### config.mk
export PLATFORM = sky130hd
export DESIGN_NAME = hazard_forwarding_unit_flat
export DESIGN_NICKNAME = d
export VERILOG_FILES = /design/src/rtl/hazard_forwarding_unit_if.sv /design/src/rtl/hazard_forwarding_unit.sv /design/src/flat_wrapper.sv
export SDC_FILE = /design/constraint.sdc
export NUM_CORES = 1
export LEC_CHECK = 0
export CAP_MARGIN = 20
export CORE_MARGIN = 1
export CORE_UTILIZATION = 40
export DETAILED_ROUTE_END_ITERATION = 6
export PLACE_DENSITY_LB_ADDON = 0.05
export SYNTH_ARGS = -nofsm -noshare
export SYNTH_HDL_FRONTEND = slang
export SYNTH_SLANG_ARGS = --single-unit
### constraint.sdc
create_clock -name clk -period 4.1 [get_ports clk]
set_input_delay 1.23 -clock clk [delete_from_list [all_inputs] [get_ports clk]]
set_output_delay 1.23 -clock clk [all_outputs]
set_load 0.01 [all_outputs]
### src/rtl/hazard_forwarding_unit_if.sv
// ---------------------------------------------------------------------------
// hazard_forwarding_unit_if
// Bundles the decode-stage request and the hazard/forwarding control response
// exchanged between the pipeline datapath and the hazard forwarding unit.
//   ID_rs1, ID_rs2           source registers of the instruction in ID
//   ID_rs1_used, ID_rs2_used ID instruction actually reads rs1 / rs2
//   ID_rd, ID_RF_Enable      destination register and its write enable
//   ID_Load_Instr            ID instruction is a load
//   flush                    taken branch/jump; kill the ID instruction
//   CU_mux_sel               1 = control-unit mux emits an all-zero NOP
//   PC_LE, IFID_LE           PC and IF/ID register load enables
//   fwd_A_sel, fwd_B_sel     operand mux selects: 00 RF, 01 EX, 10 MEM, 11 WB
//   stall_count              load-use stall cycles since reset (saturating)
// Modports: master = pipeline side, slave = hazard unit side.
// ---------------------------------------------------------------------------
interface hazard_forwarding_unit_if #(
  parameter int REG_ADDR_W = 5,
  parameter int CNT_W      = 32
);
  logic [REG_ADDR_W-1:0] ID_rs1;
  logic [REG_ADDR_W-1:0] ID_rs2;
  logic                  ID_rs1_used;
  logic                  ID_rs2_used;
  logic [REG_ADDR_W-1:0] ID_rd;
  logic                  ID_RF_Enable;
  logic                  ID_Load_Instr;
  logic                  flush;
  logic                  CU_mux_sel;
  logic                  PC_LE;
  logic                  IFID_LE;
  logic [1:0]            fwd_A_sel;
  logic [1:0]            fwd_B_sel;
  logic [CNT_W-1:0]      stall_count;

  modport master (
    output ID_rs1, ID_rs2, ID_rs1_used, ID_rs2_used,
    output ID_rd, ID_RF_Enable, ID_Load_Instr, flush,
    input  CU_mux_sel, PC_LE, IFID_LE, fwd_A_sel, fwd_B_sel, stall_count
  );

  modport slave (
    input  ID_rs1, ID_rs2, ID_rs1_used, ID_rs2_used,
    input  ID_rd, ID_RF_Enable, ID_Load_Instr, flush,
    output CU_mux_sel, PC_LE, IFID_LE, fwd_A_sel, fwd_B_sel, stall_count
  );
endinterface

### src/rtl/hazard_forwarding_unit.sv
// ---------------------------------------------------------------------------
// hazard_forwarding_unit
// Hazard detection and operand-forwarding control for a 5-stage RISC-V
// pipeline. A 3-slot shadow pipeline (EX, MEM, WB) records {rd, rf_en, load}
// of each in-flight instruction. All control outputs are combinational from
// the slot state and the ID-stage inputs; the slots advance once per clock.
// Ports:
//   clk    pipeline clock, state updates on the rising edge
//   reset  asynchronous, active-high reset (clears slots and stall counter)
//   bus    hazard_forwarding_unit_if.slave: ID request in, control out
// ---------------------------------------------------------------------------
module hazard_forwarding_unit #(
  parameter int REG_ADDR_W = 5,
  parameter int CNT_W      = 32
) (
  input  logic                     clk,
  input  logic                     reset,
  hazard_forwarding_unit_if.slave  bus
);

  typedef logic [REG_ADDR_W-1:0] reg_addr_t;

  typedef struct packed {
    reg_addr_t rd;
    logic      rf_en;
    logic      load;
  } slot_t;

  localparam slot_t BUBBLE = '0;

  typedef enum logic [1:0] {
    FWD_RF  = 2'b00,
    FWD_EX  = 2'b01,
    FWD_MEM = 2'b10,
    FWD_WB  = 2'b11
  } fwd_sel_e;

  slot_t            ex_q, mem_q, wb_q;
  slot_t            ex_d;
  logic [CNT_W-1:0] stall_count_q, stall_count_d;
  logic             stall;
  fwd_sel_e         fwd_a, fwd_b;

  // x0 is hardwired to zero, so a write to it never produces a hazard.
  function automatic logic slot_match(slot_t s, reg_addr_t rs);
    return s.rf_en && (s.rd != '0) && (s.rd == rs);
  endfunction

  // A load in EX has no data yet, so it is skipped here; the stall logic
  // holds the consumer until the load reaches MEM.
  function automatic fwd_sel_e fwd_select(reg_addr_t rs, logic used,
                                          slot_t ex, slot_t mem, slot_t wb);
    if (!used)                               return FWD_RF;
    if (slot_match(ex, rs) && !ex.load)      return FWD_EX;
    if (slot_match(mem, rs))                 return FWD_MEM;
    if (slot_match(wb, rs))                  return FWD_WB;
    return FWD_RF;
  endfunction

  // NOTE: every signal assigned in always_comb gets a default at the top so
  // no path leaves it unassigned (which would infer a latch).
  always_comb begin
    stall         = 1'b0;
    ex_d          = BUBBLE;
    stall_count_d = stall_count_q;

    // A flush kills the ID instruction anyway, so it overrides a load-use stall.
    stall = !bus.flush && ex_q.load &&
            ((bus.ID_rs1_used && slot_match(ex_q, bus.ID_rs1)) ||
             (bus.ID_rs2_used && slot_match(ex_q, bus.ID_rs2)));

    if (!(stall || bus.flush)) begin
      ex_d = '{rd: bus.ID_rd, rf_en: bus.ID_RF_Enable, load: bus.ID_Load_Instr};
    end

    // Saturate rather than wrap.
    if (stall && (stall_count_q != '1)) begin
      stall_count_d = stall_count_q + CNT_W'(1);
    end

    fwd_a = fwd_select(bus.ID_rs1, bus.ID_rs1_used, ex_q, mem_q, wb_q);
    fwd_b = fwd_select(bus.ID_rs2, bus.ID_rs2_used, ex_q, mem_q, wb_q);
  end

  assign bus.CU_mux_sel  = stall | bus.flush;
  assign bus.PC_LE       = ~stall;
  assign bus.IFID_LE     = ~stall;
  assign bus.fwd_A_sel   = fwd_a;
  assign bus.fwd_B_sel   = fwd_b;
  assign bus.stall_count = stall_count_q;

  // NOTE: sequential state uses non-blocking assignments so every register
  // samples the pre-edge values (WB<=MEM<=EX shifts correctly).
  always_ff @(posedge clk or posedge reset) begin
    if (reset) begin
      ex_q          <= BUBBLE;
      mem_q         <= BUBBLE;
      wb_q          <= BUBBLE;
      stall_count_q <= '0;
    end else begin
      wb_q          <= mem_q;
      mem_q         <= ex_q;
      ex_q          <= ex_d;
      stall_count_q <= stall_count_d;
    end
  end

endmodule

### src/flat_wrapper.sv
// flat-port wrapper written by rule: the top's interface ports become plain ports
module hazard_forwarding_unit_flat 
#(
  parameter int REG_ADDR_W = 5,
  parameter int CNT_W      = 32
)
  (clk, reset, bus_ID_rs1, bus_ID_rs2, bus_ID_rs1_used, bus_ID_rs2_used, bus_ID_rd, bus_ID_RF_Enable, bus_ID_Load_Instr, bus_flush, bus_CU_mux_sel, bus_PC_LE, bus_IFID_LE, bus_fwd_A_sel, bus_fwd_B_sel, bus_stall_count);
  hazard_forwarding_unit_if #(.REG_ADDR_W(REG_ADDR_W), .CNT_W(CNT_W)) bus_i ();
  input  logic clk;
  input  logic reset;
  input wire logic [$bits(bus_i.ID_rs1)-1:0] bus_ID_rs1;
  input wire logic [$bits(bus_i.ID_rs2)-1:0] bus_ID_rs2;
  input wire logic [$bits(bus_i.ID_rs1_used)-1:0] bus_ID_rs1_used;
  input wire logic [$bits(bus_i.ID_rs2_used)-1:0] bus_ID_rs2_used;
  input wire logic [$bits(bus_i.ID_rd)-1:0] bus_ID_rd;
  input wire logic [$bits(bus_i.ID_RF_Enable)-1:0] bus_ID_RF_Enable;
  input wire logic [$bits(bus_i.ID_Load_Instr)-1:0] bus_ID_Load_Instr;
  input wire logic [$bits(bus_i.flush)-1:0] bus_flush;
  output wire logic [$bits(bus_i.CU_mux_sel)-1:0] bus_CU_mux_sel;
  output wire logic [$bits(bus_i.PC_LE)-1:0] bus_PC_LE;
  output wire logic [$bits(bus_i.IFID_LE)-1:0] bus_IFID_LE;
  output wire logic [$bits(bus_i.fwd_A_sel)-1:0] bus_fwd_A_sel;
  output wire logic [$bits(bus_i.fwd_B_sel)-1:0] bus_fwd_B_sel;
  output wire logic [$bits(bus_i.stall_count)-1:0] bus_stall_count;
  assign bus_i.ID_rs1 = bus_ID_rs1;
  assign bus_i.ID_rs2 = bus_ID_rs2;
  assign bus_i.ID_rs1_used = bus_ID_rs1_used;
  assign bus_i.ID_rs2_used = bus_ID_rs2_used;
  assign bus_i.ID_rd = bus_ID_rd;
  assign bus_i.ID_RF_Enable = bus_ID_RF_Enable;
  assign bus_i.ID_Load_Instr = bus_ID_Load_Instr;
  assign bus_i.flush = bus_flush;
  assign bus_CU_mux_sel = bus_i.CU_mux_sel;
  assign bus_PC_LE = bus_i.PC_LE;
  assign bus_IFID_LE = bus_i.IFID_LE;
  assign bus_fwd_A_sel = bus_i.fwd_A_sel;
  assign bus_fwd_B_sel = bus_i.fwd_B_sel;
  assign bus_stall_count = bus_i.stall_count;
  hazard_forwarding_unit #(.REG_ADDR_W(REG_ADDR_W), .CNT_W(CNT_W)) u_core (.clk(clk), .reset(reset), .bus(bus_i));
endmodule
==> impl_metrics.xml, run 1 <==
<?xml version="1.0" encoding="UTF-8"?>
<metrics>
  <group name="yosys">
    <metric name="synth-compound-area-share" unit="%">4.19</metric>
    <metric name="synth.net_count" unit="">269</metric>
    <metric name="netlist_instances" unit="">246</metric>
    <metric name="postSynthAreaPerCell" unit="um^2">10.7</metric>
    <metric name="yosys.area.top_type_share" unit="%">48.5</metric>
    <metric name="synth_xor_xnor_area_share" unit="%">19.9</metric>
    <metric name="yosys_reg_bits" unit="">51</metric>
    <metric name="synth_top_flop_cell" unit="">sky130_fd_sc_hd__dfrtp_1</metric>
    <metric name="synth_simple_gate_area_share" unit="%">24.3</metric>
    <metric name="mux_cell_area_share_after_synthesis" unit="%">0.857</metric>
    <metric name="netlist_top_cells_area" unit="">sky130_fd_sc_hd__dfrtp_1 (49%), sky130_fd_sc_hd__xnor2_1 (15%), sky130_fd_sc_hd__nand3_1 (4.8%)</metric>
    <metric name="synthAdderAreaFrac" unit="%">0.476</metric>
    <metric name="sequential_fraction_of_the_synthesis_area" unit="%">48.5</metric>
    <metric name="yosys_warnings" unit="">0</metric>
    <metric name="yosys.cell_count.top_type" unit="">sky130_fd_sc_hd__dfrtp_1</metric>
    <metric name="synth_cell_types" unit="">37</metric>
    <metric name="synth.cell_area" unit="um^2">2630</metric>
    <metric name="synth_top_cell_by_area" unit="">sky130_fd_sc_hd__dfrtp_1</metric>
    <metric name="postSynth.asyncResetShare" unit="%">100</metric>
    <metric name="synth_commonest_cells" unit="">sky130_fd_sc_hd__dfrtp_1 (51), sky130_fd_sc_hd__xnor2_1 (44), sky130_fd_sc_hd__nand3_1 (25), sky130_fd_sc_hd__nand2_1 (14), sky130_fd_sc_hd__xor2_1 (14)</metric>
    <metric name="synth-edff-count" unit="">0</metric>
    <metric name="synth_top_family_by_area" unit="">simple AND/OR/NAND/NOR gates</metric>
  </group>
  <group name="worst_setup_path">
    <metric name="worstSetupEndpoint" unit="">bus_CU_mux_sel</metric>
    <metric name="cp_cell_sequence" unit="">dlygate4sd2_1, xnor2_2, nand2_1, or4_4, nand2_4, a21oi_2, inv_1, clkdlybuf4s15_2</metric>
    <metric name="r2r-end" unit="">u_core.bus.stall_count[31]$_DFFE_PP0P_</metric>
    <metric name="worstPathMaxFanout" unit="">3</metric>
    <metric name="timing.critical_path.slowest_stage_cell" unit="">sky130_fd_sc_hd__or4_4</metric>
    <metric name="arrival" unit="ns">2.80</metric>
    <metric name="worstSetupStartpoint" unit="">bus_ID_rs2[1]</metric>
    <metric name="timing.critical_path.required" unit="ns">2.87</metric>
    <metric name="timing.critical_path.max_delay_family" unit="">simple AND/OR/NAND/NOR gates</metric>
    <metric name="path_class" unit="">in -&gt; out</metric>
    <metric name="startpoint_type" unit="">primary input</metric>
    <metric name="critical_path_cell_count" unit="">8</metric>
    <metric name="crit_path_end_kind" unit="">output pin</metric>
    <metric name="critical_path_buf_inv_count" unit="">3</metric>
    <metric name="worst_reg2reg_setup_slack" unit="ns">1.57</metric>
    <metric name="r2r_start" unit="">u_core.ex_q[3]$_DFF_PP0_</metric>
    <metric name="maximum_single_stage_delay_on_the_critical_path" unit="ns">0.59</metric>
    <metric name="worst_r2r_path_depth" unit="">7</metric>
  </group>
  <group name="detailed_routing">
    <metric name="dr_total_vias" unit="">2081</metric>
    <metric name="iteration_count_of_the_initial_detailed_routing_pass" unit="">4</metric>
    <metric name="initialDrtViolationCount" unit="">121</metric>
    <metric name="ant_nets" unit="">0</metric>
    <metric name="routedWlPerCell" unit="um">15.0</metric>
    <metric name="drt_drc_violations_left" unit="">0</metric>
    <metric name="post_drt_via_cell_ratio" unit="">5.13</metric>
    <metric name="routed_wl" unit="um">6090</metric>
  </group>
  <group name="power">
    <metric name="irDropWorstVdd" unit="V">0.000196</metric>
    <metric name="switching_share" unit="%">23.8</metric>
    <metric name="share_clk_of_total_power" unit="%">29.8</metric>
    <metric name="comb_power_share" unit="%">11.1</metric>
    <metric name="power.net_switching" unit="mW">0.212</metric>
    <metric name="power.density" unit="nW/um^2">250</metric>
    <metric name="power.share.sequential" unit="%">59.1</metric>
    <metric name="cellInternalPower" unit="mW">0.680</metric>
    <metric name="power.static_leakage" unit="nW">1.51</metric>
  </group>
  <group name="global_route">
    <metric name="overflow" unit="">0</metric>
    <metric name="grt_util_all_layers" unit="%">18.8</metric>
    <metric name="grt_start_max_net_pins" unit="">52</metric>
    <metric name="antenna_found_initial" unit="">0</metric>
    <metric name="grt_pass1_vias" unit="">1939</metric>
    <metric name="grt_pass1_wl" unit="um">10300</metric>
  </group>
  <group name="timing">
    <metric name="whs" unit="ns">0.385</metric>
    <metric name="fin_setup_tns" unit="ns">0</metric>
    <metric name="hold_viol_final" unit="">0</metric>
    <metric name="setup_violations" unit="">0</metric>
    <metric name="skew" unit="ns">0.0114</metric>
    <metric name="final_critical_path_share_of_the_clock_period" unit="%">98.4</metric>
    <metric name="fmax" unit="MHz">248</metric>
    <metric name="timing.final.crit_period" unit="ns">4.03</metric>
    <metric name="worst_slew_pin_slew" unit="ns">0.641</metric>
    <metric name="slew-limit-headroom" unit="%">56.9</metric>
    <metric name="final_critical_path_setup_slack" unit="ns">0.0672</metric>
    <metric name="slew_viols_final" unit="">0</metric>
  </group>
  <group name="clock_tree">
    <metric name="setup_fix_bufs_post_cts" unit="">0</metric>
    <metric name="clock-sinks" unit="">51</metric>
    <metric name="clock_tree.buffer_depth" unit="">2</metric>
    <metric name="clock-root-buffer" unit="">sky130_fd_sc_hd__clkbuf_8</metric>
    <metric name="clkLatencyLatePin" unit="ns">0.30</metric>
    <metric name="ctsHtreeMaxLevel" unit="">2</metric>
    <metric name="clkSlewWorstSetupHoldPaths" unit="ns">0.08</metric>
    <metric name="cts_buffers" unit="">5</metric>
    <metric name="tritoncts" unit="">done</metric>
    <metric name="cts.hold.buffers_added" unit="">0</metric>
  </group>
  <group name="final_layout">
    <metric name="multi_input_area" unit="um^2">1370</metric>
    <metric name="areaGrowthSynthToFinish" unit="%">36.0</metric>
    <metric name="insertedDiodeCount" unit="">0</metric>
    <metric name="final_core_utilization" unit="%">56.3</metric>
    <metric name="final_net_count" unit="">353</metric>
    <metric name="layout.area.seq" unit="um^2">1280</metric>
    <metric name="final.fill_count" unit="">573</metric>
    <metric name="post_layout_nonfiller_instances" unit="">406</metric>
    <metric name="fraction_of_layout_instances_using_a_drive_strength_above_1" unit="%">14.3</metric>
  </group>
  <group name="floorplan">
    <metric name="die_span_y" unit="um">83.1</metric>
    <metric name="core-area" unit="um^2">6350</metric>
    <metric name="die-width" unit="um">83.1</metric>
    <metric name="placement_rows" unit="">29</metric>
    <metric name="io-pin-count" unit="">61</metric>
    <metric name="floorplan.initialDensity" unit="%">41.4</metric>
    <metric name="fp.dieArea" unit="um^2">6900</metric>
  </group>
  <group name="flow_run">
    <metric name="cap_viol_max_count" unit="">0</metric>
  </group>
  <group name="place">
    <metric name="gp_routability_congestion" unit="">0.826</metric>
    <metric name="pre_cts_worst_setup_slack" unit="ns">-0.499</metric>
    <metric name="hpwlAfterDp" unit="um">4490</metric>
    <metric name="place.detailed.instances" unit="">399</metric>
    <metric name="buffers_added_on_ports" unit="">60</metric>
  </group>
  <group name="worst_hold_path">
    <metric name="hp-class" unit="">reg -&gt; reg</metric>
  </group>
  <group name="outcome">
    <metric name="status" unit="">completed</metric>
  </group>
</metrics>
[routing by layer]
layer | vias up | wire length (um) | global-route usage, %
met4 | 0 | 47 | 4.70
met3 | 5 | 215 | 3.68
met2 | 41 | 2720 | 27.6
li1 | 1030 | - | -
met5 | - | 0 | 0
met1 | 1005 | 3110 | 28.3
[power by group through the flow]
stage	sequential, mW	clock (mW)	combinational, mW
after floorplan	0.532	0	0.0473
after global placement	0.537	0	0.0959
after CTS	0.527	0.272	0.0974
after detailed placement	0.537	0	0.0973
final	0.527	0.266	0.0992
after global routing	0.529	0.298	0.110
[cells by family (layout without fill, tap and decap cells)]
| kind of cell | Yosys count | count (layout) |
|---|---|---|
| AO/OA/AOI/OAI | 12 | 12 |
| XOR/XNOR | 59 | 59 |
| adder cells (fa/ha/maj) | 1 | 1 |
| buffers and inverters | 10 | 93 |
| flip-flops | 51 | 51 |
| multiplexers | 2 | 2 |
| AND/OR/NAND/NOR | 111 | 111 |
[per-stage QoR]
step	total power, mW	area, um^2
after detailed placement	0.634	3450
after global routing	0.936	3580
after CTS	0.896	3540
after floorplan	0.580	2630
after global placement	0.632	3450
final	0.892	3580
[layout by cell type (no fill, tap or decap), types with 2 or more instances in the layout]
cell type,instances
sky130_fd_sc_hd__a21oi_1,2
sky130_fd_sc_hd__and2_1,8
sky130_fd_sc_hd__and3_1,9
sky130_fd_sc_hd__buf_2,2
sky130_fd_sc_hd__buf_4,20
sky130_fd_sc_hd__clkbuf_8,5
sky130_fd_sc_hd__clkdlybuf4s50_1,42
sky130_fd_sc_hd__dfrtp_1,51
sky130_fd_sc_hd__dlygate4sd2_1,15
sky130_fd_sc_hd__inv_1,5
sky130_fd_sc_hd__mux2_1,2
sky130_fd_sc_hd__nand2_1,13
sky130_fd_sc_hd__nand2b_1,2
sky130_fd_sc_hd__nand3_1,25
sky130_fd_sc_hd__nand3b_1,3
sky130_fd_sc_hd__nand4_1,13
sky130_fd_sc_hd__nor2_1,10
sky130_fd_sc_hd__nor3_1,4
sky130_fd_sc_hd__nor4_1,4
sky130_fd_sc_hd__nor4_2,4
sky130_fd_sc_hd__nor4b_1,2
sky130_fd_sc_hd__o21a_1,2
sky130_fd_sc_hd__o21ai_0,3
sky130_fd_sc_hd__or4_1,3
sky130_fd_sc_hd__xnor2_1,42
sky130_fd_sc_hd__xnor2_2,3
sky130_fd_sc_hd__xor2_1,14
[worst min path at each step]
stage | startpoint | end | slack [ns] | cells past startpoint
finish | u_core.mem_q[1]$_DFF_PP0_ | u_core.wb_q[1]$_DFF_PP0_ | 0.38 | 0
global route | u_core.mem_q[1]$_DFF_PP0_ | u_core.wb_q[1]$_DFF_PP0_ | 0.40 | 0
CTS | u_core.mem_q[1]$_DFF_PP0_ | u_core.wb_q[1]$_DFF_PP0_ | 0.38 | 0
detailed placement | u_core.mem_q[1]$_DFF_PP0_ | u_core.wb_q[1]$_DFF_PP0_ | 0.36 | 0
global placement | u_core.mem_q[1]$_DFF_PP0_ | u_core.wb_q[1]$_DFF_PP0_ | 0.37 | 0
floorplan | u_core.mem_q[1]$_DFF_PP0_ | u_core.wb_q[1]$_DFF_PP0_ | 0.35 | 0
[layout make-up]
class	count	share of cell area, %
flip-flops and latches	51	35.7
inverters	6	0.630
multi-input cells	185	38.2
repair buffers	81	20.8
well taps	77	2.69
clock buffers	6	2.03
[flip-flops by register name, summed over array words and instances (netlist names)]
signal,count
u_core.wb_q,6
u_core.ex_q,7
u_core.bus.stall_count,32
u_core.mem_q,6
[timing repair]
action / 4_1_cts / 5_1_grt
pin swaps: 7 / 5
hold endpoints to repair: 0 / 0
cloned: 0 / 0
setup endpoints to repair: 7 / 5
resized for setup: 32 / 5
No activity file was read; power rests on OpenSTA's default activity.
==> run 2: changes to the inputs <==
CTS_CLUSTER_DIAMETER = 100   (was not set)
==> results of run 2 <==
Final layout, timing and power as in run 1 (identical DEF).
